[src/rtl/frame_sequencer_pkg.sv]
// Shared definitions for the frame sequencer: framebuffer geometry and
// the sequencer state encoding.
package frame_sequencer_pkg;

    localparam int unsigned FB_ADDR_W   = 19;
    localparam int unsigned FB_WIDTH    = 640;
    localparam int unsigned FB_HEIGHT   = 480;
    localparam int unsigned FRAMES_W    = 8;

    typedef enum logic [2:0] {
        IDLE       = 3'd0,
        FILL_START = 3'd1,
        FILL_ACK   = 3'd2,
        FILL_WAIT  = 3'd3,
        PLOT_START = 3'd4,
        PLOT_ACK   = 3'd5,
        PLOT_WAIT  = 3'd6,
        SWAP_WAIT  = 3'd7
    } seq_state_t;

endpackage

[src/rtl/frame_sequencer_handshake.sv]
// Start pulse, acknowledge timeout and completion detection for one drawer.
// The sequencer owns the phase; this block owns the pulse and the counter.
module drawer_handshake #(
    parameter int unsigned ACK_TIMEOUT = 64
) (
    input  logic clk,
    input  logic rst,
    input  logic start_next,
    input  logic start_phase,
    input  logic ack_phase,
    input  logic wait_phase,
    input  logic ready,
    output logic start,
    output logic ack_c,
    output logic timeout_c,
    output logic done_c
);

    localparam int unsigned CNT_W = $clog2(ACK_TIMEOUT + 1);

    logic [CNT_W-1:0] ack_cnt;

    // Counts cycles spent waiting for the drawer to drop ready.
    always_ff @(posedge clk) begin
        if (rst) begin
            start   <= 1'b0;
            ack_cnt <= '0;
        end else begin
            start <= start_next;
            if (start_phase) begin
                ack_cnt <= '0;
            end else if (ack_phase && (ack_cnt != CNT_W'(ACK_TIMEOUT - 1))) begin
                ack_cnt <= ack_cnt + CNT_W'(1);
            end
        end
    end

    assign ack_c     = ack_phase && !ready;
    assign timeout_c = ack_phase && ready && (ack_cnt == CNT_W'(ACK_TIMEOUT - 1));
    assign done_c    = wait_phase && ready;

endmodule

[src/rtl/frame_sequencer.sv]
// Sequences one plot frame: clear back buffer, plot, swap on the next
// frame boundary, and arbitrates the framebuffer write port.
module frame_sequencer
    import frame_sequencer_pkg::*;
#(
    parameter int unsigned ADDR_W      = FB_ADDR_W,
    parameter int unsigned PIXEL_W     = 1,
    parameter int unsigned ACK_TIMEOUT = 64,
    parameter bit          CONTINUOUS  = 1'b0
) (
    input  logic               clk,
    input  logic               rst,
    input  logic               redraw_req,
    input  logic               frame_start,
    output logic               fill_start,
    input  logic               fill_ready,
    input  logic               fill_wr_en,
    input  logic [ADDR_W-1:0]  fill_wr_addr,
    input  logic [PIXEL_W-1:0] fill_wr_data,
    output logic               plot_start,
    input  logic               plot_ready,
    input  logic               plot_wr_en,
    input  logic [ADDR_W-1:0]  plot_wr_addr,
    input  logic [PIXEL_W-1:0] plot_wr_data,
    output logic               fb_wr_en,
    output logic [ADDR_W-1:0]  fb_wr_addr,
    output logic [PIXEL_W-1:0] fb_wr_data,
    output logic               back_buffer,
    output logic               busy,
    output logic               error,
    output logic [7:0]         frames_drawn
);

    seq_state_t state, state_next;
    logic       pending, pending_next;
    logic       swap_c, err_set_c;
    logic       fill_ack_c, fill_timeout_c, fill_done_c;
    logic       plot_ack_c, plot_timeout_c, plot_done_c;

    drawer_handshake #(.ACK_TIMEOUT(ACK_TIMEOUT)) u_fill_hs (
        .clk         (clk),
        .rst         (rst),
        .start_next  (state_next == FILL_START),
        .start_phase (state == FILL_START),
        .ack_phase   (state == FILL_ACK),
        .wait_phase  (state == FILL_WAIT),
        .ready       (fill_ready),
        .start       (fill_start),
        .ack_c       (fill_ack_c),
        .timeout_c   (fill_timeout_c),
        .done_c      (fill_done_c)
    );

    drawer_handshake #(.ACK_TIMEOUT(ACK_TIMEOUT)) u_plot_hs (
        .clk         (clk),
        .rst         (rst),
        .start_next  (state_next == PLOT_START),
        .start_phase (state == PLOT_START),
        .ack_phase   (state == PLOT_ACK),
        .wait_phase  (state == PLOT_WAIT),
        .ready       (plot_ready),
        .start       (plot_start),
        .ack_c       (plot_ack_c),
        .timeout_c   (plot_timeout_c),
        .done_c      (plot_done_c)
    );

    // State and bookkeeping registers.
    always_ff @(posedge clk) begin
        if (rst) begin
            state        <= IDLE;
            pending      <= 1'b1;
            busy         <= 1'b0;
            back_buffer  <= 1'b0;
            error        <= 1'b0;
            frames_drawn <= '0;
        end else begin
            state   <= state_next;
            pending <= pending_next;
            busy    <= (state_next != IDLE);
            if (err_set_c) begin
                error <= 1'b1;
            end
            if (swap_c) begin
                back_buffer  <= ~back_buffer;
                frames_drawn <= frames_drawn + 8'd1;
            end
        end
    end

    // Next-state logic; a same-cycle redraw in SWAP_WAIT counts as pending.
    always_comb begin
        state_next = state;
        swap_c     = 1'b0;
        err_set_c  = 1'b0;
        unique case (state)
            IDLE: begin
                if (pending) state_next = FILL_START;
            end
            FILL_START: state_next = FILL_ACK;
            FILL_ACK: begin
                if (fill_ack_c) begin
                    state_next = FILL_WAIT;
                end else if (fill_timeout_c) begin
                    state_next = IDLE;
                    err_set_c  = 1'b1;
                end
            end
            FILL_WAIT: begin
                if (fill_done_c) state_next = PLOT_START;
            end
            PLOT_START: state_next = PLOT_ACK;
            PLOT_ACK: begin
                if (plot_ack_c) begin
                    state_next = PLOT_WAIT;
                end else if (plot_timeout_c) begin
                    state_next = IDLE;
                    err_set_c  = 1'b1;
                end
            end
            PLOT_WAIT: begin
                if (plot_done_c) state_next = SWAP_WAIT;
            end
            SWAP_WAIT: begin
                if (frame_start) begin
                    swap_c     = 1'b1;
                    state_next = (pending || redraw_req) ? FILL_START : IDLE;
                end
            end
            default: state_next = IDLE;
        endcase

        if (CONTINUOUS) begin
            pending_next = 1'b1;
        end else if (state_next == FILL_START) begin
            pending_next = 1'b0;
        end else begin
            pending_next = pending || redraw_req;
        end
    end

    // Write port goes to whichever drawer owns the current phase.
    always_comb begin
        fb_wr_en   = 1'b0;
        fb_wr_addr = fill_wr_addr;
        fb_wr_data = fill_wr_data;
        case (state)
            FILL_ACK, FILL_WAIT: begin
                fb_wr_en = fill_wr_en;
            end
            PLOT_ACK, PLOT_WAIT: begin
                fb_wr_en   = plot_wr_en;
                fb_wr_addr = plot_wr_addr;
                fb_wr_data = plot_wr_data;
            end
            default: fb_wr_en = 1'b0;
        endcase
    end

endmodule

[config.mk]
export PLATFORM = sky130hd
export DESIGN_NAME = frame_sequencer
export DESIGN_NICKNAME = d
export VERILOG_FILES = /design/src/rtl/frame_sequencer_pkg.sv /design/src/rtl/frame_sequencer_handshake.sv /design/src/rtl/frame_sequencer.sv
export SDC_FILE = /design/constraint.sdc
export NUM_CORES = 1
export LEC_CHECK = 0
export CAP_MARGIN = 5
export CORE_ASPECT_RATIO = 1.5
export CORE_MARGIN = 1
export CORE_UTILIZATION = 42
export CTS_CLUSTER_SIZE = 25
export DETAILED_ROUTE_END_ITERATION = 16
export PLACE_DENSITY = 0.8
export SYNTH_ARGS = -nofsm -noshare
export SYNTH_HDL_FRONTEND = slang
export SYNTH_SLANG_ARGS = --single-unit
[constraint.sdc]
create_clock -name clk -period 2.4 [get_ports clk]
set_input_delay 0.72 -clock clk [delete_from_list [all_inputs] [get_ports clk]]
set_output_delay 0.72 -clock clk [all_outputs]
set_load 0.05 [all_outputs]
* After elaboration in Yosys (flattened, before gate mapping) *
Cells that the tools add are included.

storage, ports and cells
  register bits = 31
  input bits = 48
  word-level logic and storage cells = 67

cells by class
  add/sub/neg operators = 3
  equal/unequal tests = 13
  mux-type cells = 21
  bitwise operators = 1
  reduce and logical (&&, ||, !) cells = 19

operators by type and width
  kind                                                   count
  2-to-1 mux 3 bit                                       8
  case mux 3 bit (8 select lines)                        1
  2-to-1 mux 19 bit                                      1
  == test 3 bit, second input constant                   5
  adder 7 x 1 -> 7 bit, second input constant            2
  == test 7 x 6 -> 1 bit, second input constant          2
  inequality test 7 x 6 -> 1 bit, second input constant  2
  logical AND 1 bit                                      10
  2-to-1 mux 1 bit                                       9
  adder 8 x 1 -> 8 bit, second input constant            1
  OR reduction 2 bit                                     4
  == test 3 x 1 -> 1 bit, second input constant          2
  == test 3 x 2 -> 1 bit, second input constant          2
  case mux 1 bit (2 select lines)                        2
  zero test 3 bit                                        1
  nonzero test 3 bit                                     1
  zero test 1 bit                                        2
  logical OR 1 bit                                       1
  NOT 1 bit                                              1

* Longest topological paths before layout *
  depth in word-level cells = 8
  gate-level depth with buffers = 6

* Cells and area by module *
Synthesis repeated with hierarchy kept, for this count alone.

unflattened totals
  cells, all modules = 213
  area total of the unflattened synthesis = 1,983.2 sq um

modules (own cells, without submodules)
  module            times used  cells each  area an instance (sq um)  seq. area each (sq um)
  frame_sequencer   1           125         1,174.9                   300.3
  drawer_handshake  2           44          404.1                     160.2

* Worst setup path before layout *
No wires, ideal clock.

  path type = input-to-output
  start point = input port fill_wr_en
  end point = output port fb_wr_en
  data arrival time = 1.844 ns
  slack = -0.164 ns
  stages = 2
  buffers on the path = 0
  cells stage by stage = nand2_1 -> o21ai_0

between the ends
  longest elaborated chain between the ends = 1

RTL lines
  item                             line                    source
  from (decl)                      frame_sequencer.sv:17   input logic fill_wr_en,
  case mux 1 bit (2 select lines)  frame_sequencer.sv:147  case (state)
  to (decl)                        frame_sequencer.sv:25   output logic fb_wr_en,

Every way passes these cells.

* Worst setup path in the final report *
  start point = input port plot_wr_addr[9]
  end point = output port fb_wr_addr[9]

between the ends
  longest elaborated chain between the ends = 1

RTL lines
  item               line                    source
  from (decl)        frame_sequencer.sv:23   input logic [ADDR_W-1:0] plot_wr_addr,
  2-to-1 mux 19 bit  frame_sequencer.sv:147
  to (decl)          frame_sequencer.sv:26   output logic [ADDR_W-1:0] fb_wr_addr,

Every way passes these cells.

==> flow_summary.ini <==
[synthesis]
yosys_warnings = 0
synthesis.instances = 189
synthDominantCellAreaShare_pct = 33.0
netlist-cell-type-count = 50
synthMostInstantiatedCell = sky130_fd_sc_hd__dfxtp_1
synth_seq_cells = 31
syn_area_mm2 = 0.00188
mappedNetlistNets = 240
syn_area_per_cell_um2 = 9.94
ys_dominant_reg_cell = sky130_fd_sc_hd__dfxtp_1
synth.yosys.seq_area_share_pct = 33.0
netlist_top_cells_count = sky130_fd_sc_hd__dfxtp_1 (31), sky130_fd_sc_hd__nor2_1 (23), sky130_fd_sc_hd__mux2_4 (20)
leading_post_synthesis_cells_by_cell_area = sky130_fd_sc_hd__dfxtp_1 (33%), sky130_fd_sc_hd__mux2_4 (16%), sky130_fd_sc_hd__xor2_1 (4.7%), sky130_fd_sc_hd__nor2_1 (4.6%), sky130_fd_sc_hd__xnor2_1 (3.3%)
asyncSetResetFlopFracSynth_pct = 0
synth_largest_area_cell = sky130_fd_sc_hd__dfxtp_1
synth_enable_flop_cells = 0

[routing]
drt_first_iter_violations = 42
drtAntennaViolNets = 0
route.detailed.drc = 0
vias = 1724
detailedRoute.firstPassIterationCount = 4
wl_um = 4580
detail_routed_via_count_per_cell = 5.37
post_drt_wl_per_cell_um = 14.3

[timing]
final.setup.tns_ns = 0
final_min_period_over_clock_period_pct = 98.3
timing_hold_violations_final = 0
rsz0062_at_grt = false
final_hold_slack_ns = 0.433
drv_slew = 0
period_minus_ws_final_ns = 2.36
worst_slew_margin_rel_pct = 37.2
report.final.setup_viol = 0
tightestPinTransition_ns = 0.935
finClkSkew_ns = 0.00684
max_freq_ghz = 0.424

[layout]
areaGrowthSynthToFinish_pct = 47.2
drive_gt1_share_pct = 22.5
post_layout_nonfiller_instances = 321
antenna_cells_inserted = 0
final_nets = 325
filler_cell_count = 350

[critical_path]
critical-path-max-stage-delay_ns = 0.45
critPathKind = in -> out
regToRegStartpoint = state[0]
path_cells = clkdlybuf4s50_1 -> mux2_4 -> buf_4
critPathSlowestCell = sky130_fd_sc_hd__clkdlybuf4s50_1
critPathTopFamily = buffers and inverters
critical_path.reg2reg.endpoint = u_fill_hs.ack_cnt[2]
timing.reg2reg.worst_path_depth = 4
worstPathBufferInverterCount = 2
critPathArrivalTime_ns = 1.64
cp-end-kind = primary output
crit_start_category = primary input
timing.critical_path.fanout_max = 1
regToRegSetupSlack_ns = 0.64
data_required_time_at_the_worst_endpoint_ns = 1.68

[placed_design]
place_hpwl_um = 3620
place_inst = 313
gpl.final_weighted_congestion = 0.832
portBuffers = 81

[global_routing]
maximum_number_of_pins_on_one_net_before_global_route_repair = 21
antenna_violations_before_repair = 0
global_route_wire_length_before_repair_um = 7530
grt-ovfl-total = 0
grt_pass1_vias = 1712
grt_util_all_layers_pct = 19.8

[pwr]
vdd_ir_drop_max_mv = 0.707
power.leakage_uw = 0.00114
power.density_cell_area_mw_per_mm2 = 726

[clocking]
htree_levels = 2
clockBufferDepth = 2
clk_root_buffer_cell = sky130_fd_sc_hd__clkbuf_8
cts.reportedPaths.clkPinSlew_ns = 0.06
clock_insertion_delay_worst_skew_ns = 0.28
cts_made_buffers = 5
ctsResizeCount = 0
tritoncts_clock_tree = done
hold_bufs_inserted_after_cts = 0
cts_setup_buffers = 0
clkSinkCount = 31

[die]
boundaryPins = 82
floorplan.die.height_um = 83.9
placeableCoreArea_mm2 = 0.00425
fp.dieW_um = 56.6
initial_utilization_pct = 44.2
floorplan.die_area_mm2 = 0.00475
placementRows = 29

[hold_path]
hp-start = u_fill_hs.ack_cnt[6]
hold_class = reg -> reg
worstHoldEndpoint = u_fill_hs.ack_cnt[6]
worstHoldPathCells = 2

[outcome]
run_status = finished clean

[job]
number_of_max_cap_violations = 0
## worst max path at each step
stage,from,end,slack (ns),cells after the start
2_1_floorplan,fill_wr_en,fb_wr_en,0.21,2
5_1_grt,fill_wr_en,fb_wr_en,0.003,4
3_5_place_dp,fill_wr_en,fb_wr_en,0.04,4
3_3_place_gp,fill_wr_en,fb_wr_en,0.03,4
6_report,plot_wr_addr[9],fb_wr_addr[9],0.04,3
4_1_cts,fill_wr_en,fb_wr_en,0.03,4
## per-layer routing
metal,track usage [%],routed length (µm)
met5,0,0
met4,9.09,75
met3,7.44,524
met2,34.1,2270
met1,20.9,1720
## tightest hold or removal path, stage by stage (launching register included)
cell                       delay (ns)
sky130_fd_sc_hd__dfxtp_1         0.31
sky130_fd_sc_hd__inv_1           0.05
sky130_fd_sc_hd__a211oi_1        0.03
## logic make-up after synthesis
family                   count (synthesis)  share of synthesized area (%)
AO/OA/AOI/OAI                           32                           12.9
XOR/XNOR                                18                           8.79
adder cells (fa/ha/maj)                  3                           2.00
buffers and inverters                   13                           4.86
flip-flops                              31                           33.0
multiplexers                            22                           17.1
AND/OR/NAND/NOR                         70                           21.3
## metrics by stage
stage | total power [µW] | area (µm²) | worst slack [ns] | util (%)
floorplan | 1360 | 1880 | 0.214 | -
global placement | 1620 | 2680 | 0.0272 | 63.2
detailed placement | 1640 | 2680 | 0.0392 | 63.2
CTS | 2020 | 2770 | 0.0321 | 65.1
global route | 2110 | 2770 | 0.00343 | 65.1
finish | 2010 | 2770 | 0.0400 | 65.1
## layout make-up
cell class | instances | area, µm² | share of cell area, %
repair buffers | 86 | 821 | 29.7
clock buffers | 7 | 76.3 | 2.76
flip-flops and latches | 31 | 621 | 22.4
inverters | 5 | 18.8 | 0.679
multi-input cells | 145 | 1170 | 42.2
clock inverters | 1 | 5.00 | 0.181
well taps | 46 | 57.6 | 2.08
## layout by cell type, fill, tap and decap left out, types with 3 or more instances in the layout
cell,Yosys,final
sky130_fd_sc_hd__a21oi_1,4,4
sky130_fd_sc_hd__nor2_1,23,23
sky130_fd_sc_hd__inv_1,5,5
sky130_fd_sc_hd__o211ai_1,4,4
sky130_fd_sc_hd__buf_4,1,24
sky130_fd_sc_hd__mux2_4,20,20
sky130_fd_sc_hd__xor2_1,10,10
sky130_fd_sc_hd__nand3_1,4,4
sky130_fd_sc_hd__clkbuf_8,0,5
sky130_fd_sc_hd__clkdlybuf4s50_1,0,60
sky130_fd_sc_hd__o21ai_0,6,5
sky130_fd_sc_hd__ha_1,3,3
sky130_fd_sc_hd__nand2_1,11,11
sky130_fd_sc_hd__xnor2_1,7,7
sky130_fd_sc_hd__a211oi_1,3,3
sky130_fd_sc_hd__and3_1,5,5
sky130_fd_sc_hd__nor3_1,3,3
sky130_fd_sc_hd__dfxtp_1,31,31
sky130_fd_sc_hd__nand4_1,4,4
sky130_fd_sc_hd__o21ai_1,2,3
## registers in the layout (all words and copies together) (netlist names)
signal and count:
back_buffer 1, busy 1, error 1, frames_drawn 8
pending 1, state 3, u_fill_hs.ack_cnt 7, u_fill_hs.start 1
u_plot_hs.ack_cnt 7, u_plot_hs.start 1
## report_power, final
group / switching (µW) / leakage (µW) / total [µW] / internal [µW]
clock network: 180 / 0.0000422 / 383 / 203
logic: 589 / 0.000846 / 1020 / 432
registers: 32.9 / 0.000251 / 604 / 571
total: 802 / 0.00114 / 2010 / 1210
(Power assumes the default switching activity.)
